==> src/rtl/riscv_ctrl_pkg.sv <==
// Shared encodings for the RV32I control path: opcodes, immediate formats,
// result/PC select codes, ALU codes and the per-stage control word.
package riscv_ctrl_pkg;

    localparam logic [6:0] OP_LW   = 7'b0000011;
    localparam logic [6:0] OP_SW   = 7'b0100011;
    localparam logic [6:0] OP_R    = 7'b0110011;
    localparam logic [6:0] OP_I    = 7'b0010011;
    localparam logic [6:0] OP_BR   = 7'b1100011;
    localparam logic [6:0] OP_JAL  = 7'b1101111;
    localparam logic [6:0] OP_JALR = 7'b1100111;
    localparam logic [6:0] OP_LUI  = 7'b0110111;

    localparam logic [2:0] IMM_I = 3'b000;
    localparam logic [2:0] IMM_S = 3'b001;
    localparam logic [2:0] IMM_B = 3'b010;
    localparam logic [2:0] IMM_J = 3'b011;
    localparam logic [2:0] IMM_U = 3'b100;

    localparam logic [1:0] RES_ALU = 2'b00;
    localparam logic [1:0] RES_MEM = 2'b01;
    localparam logic [1:0] RES_PC4 = 2'b10;
    localparam logic [1:0] RES_IMM = 2'b11;

    localparam logic [1:0] PCSRC_PC4 = 2'b00;
    localparam logic [1:0] PCSRC_IMM = 2'b01;
    localparam logic [1:0] PCSRC_ALU = 2'b10;

    localparam logic [2:0] ALU_ADD = 3'b000;
    localparam logic [2:0] ALU_SUB = 3'b001;
    localparam logic [2:0] ALU_AND = 3'b010;
    localparam logic [2:0] ALU_OR  = 3'b011;
    localparam logic [2:0] ALU_SLT = 3'b101;

    typedef enum logic [1:0] {
        ALU_MODE_ADD = 2'b00,
        ALU_MODE_SUB = 2'b01,
        ALU_MODE_F3  = 2'b10,
        ALU_MODE_BAD = 2'b11
    } alu_mode_e;

    typedef struct packed {
        logic       reg_write;
        logic [1:0] result_src;
        logic       mem_write;
        logic       jump;
        logic       jalr;
        logic       branch;
        logic       bne;
        logic       alu_src;
        logic       illegal;
    } ctrl_t;

endpackage

==> src/rtl/pipelined_control_unit_alu_decoder.sv <==
// ALU decoder: maps ALU mode plus funct3/op[5]/funct7[5] onto an ALU control
// code, zero-extended to ALU_CTRL_W; anything unsupported yields ALU_BAD.
module alu_decoder
    import riscv_ctrl_pkg::*;
#(
    parameter int unsigned               ALU_CTRL_W = 3,
    parameter logic [ALU_CTRL_W-1:0]     ALU_BAD    = '1
) (
    input  logic [1:0]            alu_mode_i,
    input  logic [2:0]            funct3_i,
    input  logic                  op5_i,
    input  logic                  funct7b5_i,
    output logic [ALU_CTRL_W-1:0] alu_control_o
);

    always_comb begin
        alu_control_o = ALU_BAD;
        case (alu_mode_e'(alu_mode_i))
            ALU_MODE_ADD: alu_control_o = ALU_CTRL_W'(ALU_ADD);
            ALU_MODE_SUB: alu_control_o = ALU_CTRL_W'(ALU_SUB);
            ALU_MODE_F3: begin
                case (funct3_i)
                    // I-type addi never subtracts, even when instr[30] is set
                    3'b000:  alu_control_o = (op5_i & funct7b5_i) ? ALU_CTRL_W'(ALU_SUB)
                                                                  : ALU_CTRL_W'(ALU_ADD);
                    3'b010:  alu_control_o = ALU_CTRL_W'(ALU_SLT);
                    3'b110:  alu_control_o = ALU_CTRL_W'(ALU_OR);
                    3'b111:  alu_control_o = ALU_CTRL_W'(ALU_AND);
                    default: alu_control_o = ALU_BAD;
                endcase
            end
            default: alu_control_o = ALU_BAD;
        endcase
    end

endmodule

==> src/rtl/pipelined_control_unit.sv <==
// RV32I main/ALU decoder with ID/EX, EX/MEM and MEM/WB control registers,
// EX-stage branch/jump resolution and a sticky illegal-opcode flag.
module pipelined_control_unit
    import riscv_ctrl_pkg::*;
#(
    parameter int unsigned           ALU_CTRL_W = 3,
    parameter logic [ALU_CTRL_W-1:0] ALU_BAD    = {ALU_CTRL_W{1'b1}},
    parameter logic                  EN_BNE     = 1'b1
) (
    input  logic                  clk,
    input  logic                  rst_n,
    input  logic [6:0]            op_d,
    input  logic [2:0]            funct3_d,
    input  logic                  funct7b5_d,
    input  logic                  flush_e,
    input  logic                  zero_e,
    output logic [2:0]            imm_src_d,
    output logic [ALU_CTRL_W-1:0] alu_control_e,
    output logic                  alu_src_e,
    output logic [1:0]            pc_src_e,
    output logic [1:0]            result_src_e,
    output logic                  reg_write_m,
    output logic                  mem_write_m,
    output logic                  reg_write_w,
    output logic [1:0]            result_src_w,
    output logic                  illegal_o
);

    ctrl_t                  dec_ctrl;
    logic [1:0]             alu_mode;
    logic [ALU_CTRL_W-1:0]  dec_alu_control;

    ctrl_t                  id_ex_d,  id_ex_q;
    logic [ALU_CTRL_W-1:0]  alu_control_e_d, alu_control_e_q;
    logic                   reg_write_m_q, mem_write_m_q;
    logic [1:0]             result_src_m_q;
    logic                   reg_write_w_q;
    logic [1:0]             result_src_w_q;
    logic                   illegal_d, illegal_q;

    always_comb begin
        dec_ctrl  = '0;
        imm_src_d = IMM_I;
        alu_mode  = ALU_MODE_ADD;
        case (op_d)
            OP_LW: begin
                dec_ctrl.reg_write  = 1'b1;
                dec_ctrl.result_src = RES_MEM;
                dec_ctrl.alu_src    = 1'b1;
            end
            OP_SW: begin
                imm_src_d          = IMM_S;
                dec_ctrl.mem_write = 1'b1;
                dec_ctrl.alu_src   = 1'b1;
            end
            OP_R: begin
                dec_ctrl.reg_write = 1'b1;
                alu_mode           = ALU_MODE_F3;
            end
            OP_I: begin
                dec_ctrl.reg_write = 1'b1;
                dec_ctrl.alu_src   = 1'b1;
                alu_mode           = ALU_MODE_F3;
            end
            OP_BR: begin
                if (funct3_d == 3'b000 || (funct3_d == 3'b001 && EN_BNE)) begin
                    imm_src_d       = IMM_B;
                    dec_ctrl.branch = 1'b1;
                    dec_ctrl.bne    = funct3_d[0];
                    alu_mode        = ALU_MODE_SUB;
                end else begin
                    dec_ctrl.illegal = 1'b1;
                    alu_mode         = ALU_MODE_BAD;
                end
            end
            OP_JAL: begin
                imm_src_d           = IMM_J;
                dec_ctrl.reg_write  = 1'b1;
                dec_ctrl.result_src = RES_PC4;
                dec_ctrl.jump       = 1'b1;
            end
            OP_JALR: begin
                dec_ctrl.reg_write  = 1'b1;
                dec_ctrl.result_src = RES_PC4;
                dec_ctrl.jalr       = 1'b1;
                dec_ctrl.alu_src    = 1'b1;
            end
            OP_LUI: begin
                imm_src_d           = IMM_U;
                dec_ctrl.reg_write  = 1'b1;
                dec_ctrl.result_src = RES_IMM;
            end
            default: begin
                dec_ctrl.illegal = 1'b1;
                alu_mode         = ALU_MODE_BAD;
            end
        endcase
    end

    alu_decoder #(
        .ALU_CTRL_W (ALU_CTRL_W),
        .ALU_BAD    (ALU_BAD)
    ) u_alu_decoder (
        .alu_mode_i    (alu_mode),
        .funct3_i      (funct3_d),
        .op5_i         (op_d[5]),
        .funct7b5_i    (funct7b5_d),
        .alu_control_o (dec_alu_control)
    );

    // A flush overrides everything, including an illegal opcode sitting in ID
    always_comb begin
        id_ex_d         = flush_e ? '0 : dec_ctrl;
        alu_control_e_d = flush_e ? '0 : dec_alu_control;
        illegal_d       = illegal_q | id_ex_q.illegal;
    end

    always_ff @(posedge clk or negedge rst_n) begin
        if (!rst_n) begin
            id_ex_q         <= '0;
            alu_control_e_q <= '0;
            reg_write_m_q   <= 1'b0;
            mem_write_m_q   <= 1'b0;
            result_src_m_q  <= '0;
            reg_write_w_q   <= 1'b0;
            result_src_w_q  <= '0;
            illegal_q       <= 1'b0;
        end else begin
            id_ex_q         <= id_ex_d;
            alu_control_e_q <= alu_control_e_d;
            reg_write_m_q   <= id_ex_q.reg_write;
            mem_write_m_q   <= id_ex_q.mem_write;
            result_src_m_q  <= id_ex_q.result_src;
            reg_write_w_q   <= reg_write_m_q;
            result_src_w_q  <= result_src_m_q;
            illegal_q       <= illegal_d;
        end
    end

    always_comb begin
        pc_src_e = PCSRC_PC4;
        if (id_ex_q.jalr) begin
            pc_src_e = PCSRC_ALU;
        end else if (id_ex_q.jump | (id_ex_q.branch & (zero_e ^ id_ex_q.bne))) begin
            pc_src_e = PCSRC_IMM;
        end
    end

    assign alu_control_e = alu_control_e_q;
    assign alu_src_e     = id_ex_q.alu_src;
    assign result_src_e  = id_ex_q.result_src;
    assign reg_write_m   = reg_write_m_q;
    assign mem_write_m   = mem_write_m_q;
    assign reg_write_w   = reg_write_w_q;
    assign result_src_w  = result_src_w_q;
    assign illegal_o     = illegal_q;

endmodule

==> config.mk <==
export PLATFORM = sky130hd
export DESIGN_NAME = pipelined_control_unit
export DESIGN_NICKNAME = d
export VERILOG_FILES = /design/src/rtl/riscv_ctrl_pkg.sv /design/src/rtl/pipelined_control_unit_alu_decoder.sv /design/src/rtl/pipelined_control_unit.sv
export SDC_FILE = /design/constraint.sdc
export NUM_CORES = 1
export LEC_CHECK = 0
export BUFFER_PORTS_ARGS = -buffer_cell sky130_fd_sc_hd__buf_2
export CAP_MARGIN = 20
export CORE_AREA = 2 2 52 54
export CTS_BUF_LIST = sky130_fd_sc_hd__clkbuf_8
export DETAILED_ROUTE_END_ITERATION = 6
export DIE_AREA = 0 0 54 56
export HOLD_SLACK_MARGIN = 0.02
export PLACE_DENSITY = 0.71
export SLEW_MARGIN = 20
export SYNTH_ARGS = -nofsm -noshare
export SYNTH_HDL_FRONTEND = slang
export SYNTH_SLANG_ARGS = --single-unit
==> constraint.sdc <==
create_clock -name clk -period 1.65 [get_ports clk]
set_input_delay 0.33 -clock clk [delete_from_list [all_inputs] [get_ports clk]]
set_output_delay 0.33 -clock clk [all_outputs]
set_load 0.005 [all_outputs]
==> results_dict.tcl, run 1 <==
set metrics [dict create \
    yosys_register_bits 21 \
    portBuffers 31 \
    clock.fmax_mhz 643 \
    dieHeight_um 56 \
    yosysTopAreaCell "dfrtp_1" \
    finalCriticalPeriod_ns 1.56 \
    grt_max_degree 22 \
    dp_slack_ns 0.0871 \
    design_area_um2 1150 \
    p_sw_uw 203 \
    gp_congestion 0.853 \
    drive_above_1_share_pct 38.1 \
    syn2layout_area_growth_pct 22.4 \
    insertion_delay_ns 0.25 \
    cap_viol_max_count 0 \
    layout_common_cells "buf_2 (31), dfrtp_1 (21), a21oi_1 (11)" \
    status "finished clean" \
    hpwl_um 1410 \
    avgSynthCellArea_um2 11.0 \
    cp-end-kind "output pin" \
    place_area_um2 1110 \
    instances_no_fill 148 \
    final_common_cell "buf_2" \
    layout.nets 134 \
    hold_buffers 0 \
    rsz0062_at_grt "false" \
    vias_per_cell 5.15 \
    combPwrFrac_pct 11.3 \
    cts_setup_buffers 0 \
    path_clk_slew_ns 0.07 \
    tightest_slew_ns 0.432 \
    seqCellArea_um2 526 \
    die_w_um 54 \
    firstDrtPassIters 4 \
    cts_buffer_depth 2 \
    fp.dieArea_um2 3020 \
    nFillCells 246 \
    arrival_ns 1.23 \
    worstPathRequired_ns 1.32 \
    syn_inst 86 \
    initial_core_util_pct 38.7 \
    max_stage_delay_ns 0.53 \
    netlist.area_leader.share_pct 55.8 \
    place_inst 144 \
    antenna_found_initial 0 \
    skew_ns 0.00133 \
    final.setup.tns_ns 0 \
    drt_iter0_drc 12 \
    antenna_left 0 \
    swShare_pct 21.8 \
    ys_seq_area_share_pct 55.8 \
    finalCritPeriodShare_pct 94.2 \
    setup_viol 0 \
    worstPathCellList "buf_2 -> or4_4 -> a21oi_1 -> buf_2" \
    setup_ws_ns 0.0949 \
    cts_buffers 3 \
    row_count 18 \
    cts_num_sinks 21 \
    intPower_uw 730 \
    grt_pass1_vias 685 \
    cts_tree "yes" \
    drv_slew 0 \
    path_class "input pin to output pin" \
    vias 762 \
    hold_violations 0 \
    post_cts_resized 0 \
    drcViolationCount 0 \
    htreeDepth 1 \
    p_clk_share_pct 32.4 \
    slowest_stage "or4_4" \
    synth_nets 101 \
    grt.total_usage_pct 13.9 \
    core_area_um2 2430 \
    wl_per_cell_um 12.4 \
    multiInputGateArea_um2 360 \
    synth.distinct_cells 32 \
    cp_common_cell "buf_2" \
    critical_path_buf_inv_count 2 \
    clockRootBuffer "clkbuf_8" \
    hold_class "input pin to async pin" \
    synthTopCellsByArea "dfrtp_1 (56%), a21oi_1 (5.8%), nand2_1 (3.2%)" \
    p_per_area_nw_per_um2 809 \
    io_pins 32 \
    power_leakage_uw 0.000581 \
    crit_fanout 3 \
    ir_worst_vdd_mv 0.400 \
    totalWireLength_um 1830 \
    syn_area_um2 942 \
    critPathLaunchType "input pin" \
    slew_headroom_pct 71.2 \
    synth_warnings 0 \
    cp_top_family "simple AND/OR/NAND/NOR gates" \
    grt.overflow.total 0 \
    antennaDiodeCount 0 \
    grt_pass1_wl_um 3080 \
    seqPwrFrac_pct 56.3 \
]
logic make-up after synthesis:
| family | after synthesis | share of synthesized area (%) |
|---|---|---|
| buf+inv | 7 | 5.97 |
| flops | 21 | 55.8 |
| mux | 1 | 1.06 |
| xor+xnor | 1 | 0.930 |
| simple gates | 39 | 24.4 |
| compound gates | 17 | 11.8 |
power by group through the flow:
stage	logic (uW)	clock network [uW]	registers (uW)
floorplan	51.9	0	537
global placement	103	0	535
detailed placement	106	0	536
CTS	106	316	526
global route	119	345	526
finish	105	302	526
state kept, by name, indices dropped and copies added, names as in the netlist:
| name | flops |
|---|---|
| reg_write_m | 1 |
| id_ex_q | 7 |
| mem_write_m | 1 |
| alu_src_e | 1 |
| result_src_e | 2 |
| result_src_m_q | 2 |
| result_src_w | 2 |
| reg_write_w | 1 |
| illegal_o | 1 |
| alu_control_e | 3 |
synth_stat cells (all sizes together):
cell	n
nand4bb	1
nor4	3
and2	2
nand2b	1
or4	1
nor4b	1
or3	1
a21oi	11
and2b	1
a2bb2oi	1
clkbuf	2
nand3	3
nand2	8
o41ai	1
and4b	1
buf	5
and3	2
dfrtp	21
o211ai	1
nor2	8
or2	1
a21boi	1
nor3	5
mux2i	1
o31a	1
a211oi	1
xor2	1
area by class of cell:
| class | count | area share [%] |
|---|---|---|
| Multi-Input combinational cell | 58 | 31.2 |
| Timing Repair Buffer | 35 | 16.1 |
| Sequential cell | 21 | 45.6 |
| Tap cell | 30 | 3.25 |
| Clock inverter | 1 | 0.325 |
| Clock buffer | 3 | 3.58 |
through the flow:
step           utilization (%)  total power [uW]  hold slack (ns)
2_1_floorplan                -               589           0.0344
3_3_place_gp              45.6               638            0.299
3_5_place_dp              45.6               642            0.299
4_1_cts                   47.4               948           0.0273
5_1_grt                   47.4               991           0.0457
6_report                  47.4               934           0.0130
per-layer routing:
metal | GRT usage [%] | share of wire (%) | vias to the layer above
met5 | 0 | 0 | -
met4 | 7.50 | 0.93 | 0
met3 | 1.61 | 8.0 | 2
met2 | 20.7 | 48 | 34
met1 | 19.3 | 43 | 357
li1 | - | - | 369
worst paths after layout:
check,start,endpoint,slack [ns],cells past startpoint
setup / recovery,op_d[2],imm_src_d[1],0.09,4
setup reg to reg,illegal_o,illegal_o,0.89,1
hold reg to reg,id_ex_q[6],mem_write_m,0.35,0
hold / removal,rst_n,result_src_w[1],0.01,1
max in group asynchronous,rst_n,alu_control_e[2],1.34,1
min in group clk,id_ex_q[6],mem_write_m,0.35,0
Note: power is estimated with default switching activity, not from simulation.
==> run 2, diff against run 1 <==
- CTS_BUF_LIST: sky130_fd_sc_hd__clkbuf_8 -> unset
==> run 2 against run 1 <==
Compared with the run above:
- flip-flop and latch count is the same
- worst hold slack gained 0.31 ns
- count of clock-buffer cells in the layout grew 1
- fmax is essentially flat
- design area shrank 0.76%
- sequential power is essentially flat
- via count grew 0.92%
- worst setup slack is essentially flat
- largest cell class unchanged
- largest power group unchanged
- highest routed layer unchanged
==> results_dict.tcl, run 2 (synthesis results as in run 1) <==
set metrics [dict create \
    status "finished clean" \
    portBuffers 31 \
    p_per_area_nw_per_um2 746 \
    skew_ns 0.00131 \
    io_pins 32 \
    post_cts_resized 0 \
    largest_reg_flops 7 \
    max_stage_delay_ns 0.53 \
    wl_per_cell_um 12.2 \
    core_area_um2 2430 \
    regMostFlops "id_ex_q" \
    worstRegToRegCells 1 \
    nFillCells 249 \
    min_from "funct3_d[0]" \
    power_leakage_uw 0.000573 \
    drcViolationCount 0 \
    initial_core_util_pct 38.7 \
    hold_violations 0 \
    wl_met2_um 874 \
    arrival_ns 1.22 \
    layout_common_cells "buf_2 (31), dfrtp_1 (21), a21oi_1 (11)" \
    clockRootBuffer "clkbuf_4" \
    cts_buffer_depth 2 \
    htreeDepth 1 \
    clock.fmax_mhz 643 \
    worstSetupPathDepth 4 \
    hpwl_um 1410 \
    tightest_slew_ns 0.435 \
    cp_top_family "simple AND/OR/NAND/NOR gates" \
    final_common_cell "buf_2" \
    cts_setup_buffers 0 \
    insertion_delay_ns 0.28 \
    seqCellArea_um2 526 \
    grt_pass1_vias 699 \
    slowest_stage "or4_4" \
    worstPathRequired_ns 1.32 \
    final.setup.tns_ns 0 \
    grt_pass1_wl_um 3100 \
    finalCriticalPeriod_ns 1.55 \
    crit_fanout 3 \
    ir_worst_vdd_mv 0.329 \
    layout.nets 135 \
    path_class "input pin to output pin" \
    fp.dieArea_um2 3020 \
    gp_congestion 0.853 \
    syn2layout_area_growth_pct 21.5 \
    hold_buffers 1 \
    firstDrtPassIters 4 \
    finalCritPeriodShare_pct 94.2 \
    vias 769 \
    antennaDiodeCount 0 \
    hold_class "input pin to flip-flop" \
    row_count 18 \
    path_clk_slew_ns 0.10 \
    holdPathEnd "id_ex_q[2]" \
    cts_num_sinks 21 \
    whs_path_depth 2 \
    dr.max_layer_used "met4" \
    wl_met3_um 150 \
    cts_tree "yes" \
    multiInputGateArea_um2 360 \
    r2r_end "illegal_o" \
    vias_per_cell 5.16 \
    place_inst 144 \
    grt.total_usage_pct 13.9 \
    drive_above_1_share_pct 37.8 \
    cp-end-kind "output pin" \
    slew_headroom_pct 71.0 \
    rrSetupSlack_ns 0.89 \
    worstReg2RegStart "illegal_o" \
    drt_iter0_drc 10 \
    grt.overflow.total 0 \
    antenna_left 0 \
    grt_max_degree 22 \
    antenna_found_initial 0 \
    cp_common_cell "buf_2" \
    cts_buffers 3 \
    dieHeight_um 56 \
    drv_slew 0 \
    worstPathCellList "buf_2 -> or4_4 -> a21oi_1 -> buf_2" \
    critical_path_buf_inv_count 2 \
    totalWireLength_um 1820 \
    wl_met1_um 787 \
    setup_viol 0 \
    die_w_um 54 \
    cap_viol_max_count 0 \
    critPathLaunchType "input pin" \
    instances_no_fill 149 \
    rsz0062_at_grt "false" \
]
run 2: worst max path at each step:
| stage | slack, ns | from | endpoint |
|---|---|---|---|
| 2_1_floorplan | 0.19 | op_d[3] | imm_src_d[1] |
| 3_3_place_gp | 0.1 | op_d[2] | imm_src_d[1] |
| 6_report | 0.1 | op_d[2] | imm_src_d[1] |
| 5_1_grt | 0.03 | op_d[2] | imm_src_d[1] |
| 3_5_place_dp | 0.09 | op_d[2] | id_ex_q[2] |
| 4_1_cts | 0.09 | op_d[2] | imm_src_d[1] |
run 2: cell type report:
class	instances	area share [%]
clock buffer	4	2.30
tap	30	3.28
sequential	21	45.9
timing repair buffer	36	17.0
multi-input combinational	58	31.5
run 2: metal layers:
layer | global-route usage, % | up-vias
met5 | 0 | -
met4 | 6.43 | 0
met3 | 1.61 | 2
met2 | 21.1 | 37
met1 | 19.3 | 358
li1 | - | 372
run 2: metrics by stage:
stage | power, uW | cell area (um2) | utilization [%] | hold WS (ns) | worst slack [ns]
finish | 854 | 1140 | 47.1 | 0.321 | 0.0953
global route | 911 | 1140 | 47.1 | 0.319 | 0.0276
CTS | 869 | 1140 | 47.1 | 0.313 | 0.0928
detailed placement | 642 | 1110 | 45.6 | 0.299 | 0.0871
global placement | 638 | 1110 | 45.6 | 0.299 | 0.0977
floorplan | 589 | 942 | - | 0.0344 | 0.190
run 2: where the power goes:
| part | leakage (uW) | internal [uW] | switching (uW) |
|---|---|---|---|
| clock | 0.0000150 | 93.8 | 128 |
| combinational | 0.000279 | 43.2 | 64.0 |
| sequential | 0.000279 | 523 | 2.23 |
| total | 0.000573 | 660 | 194 |
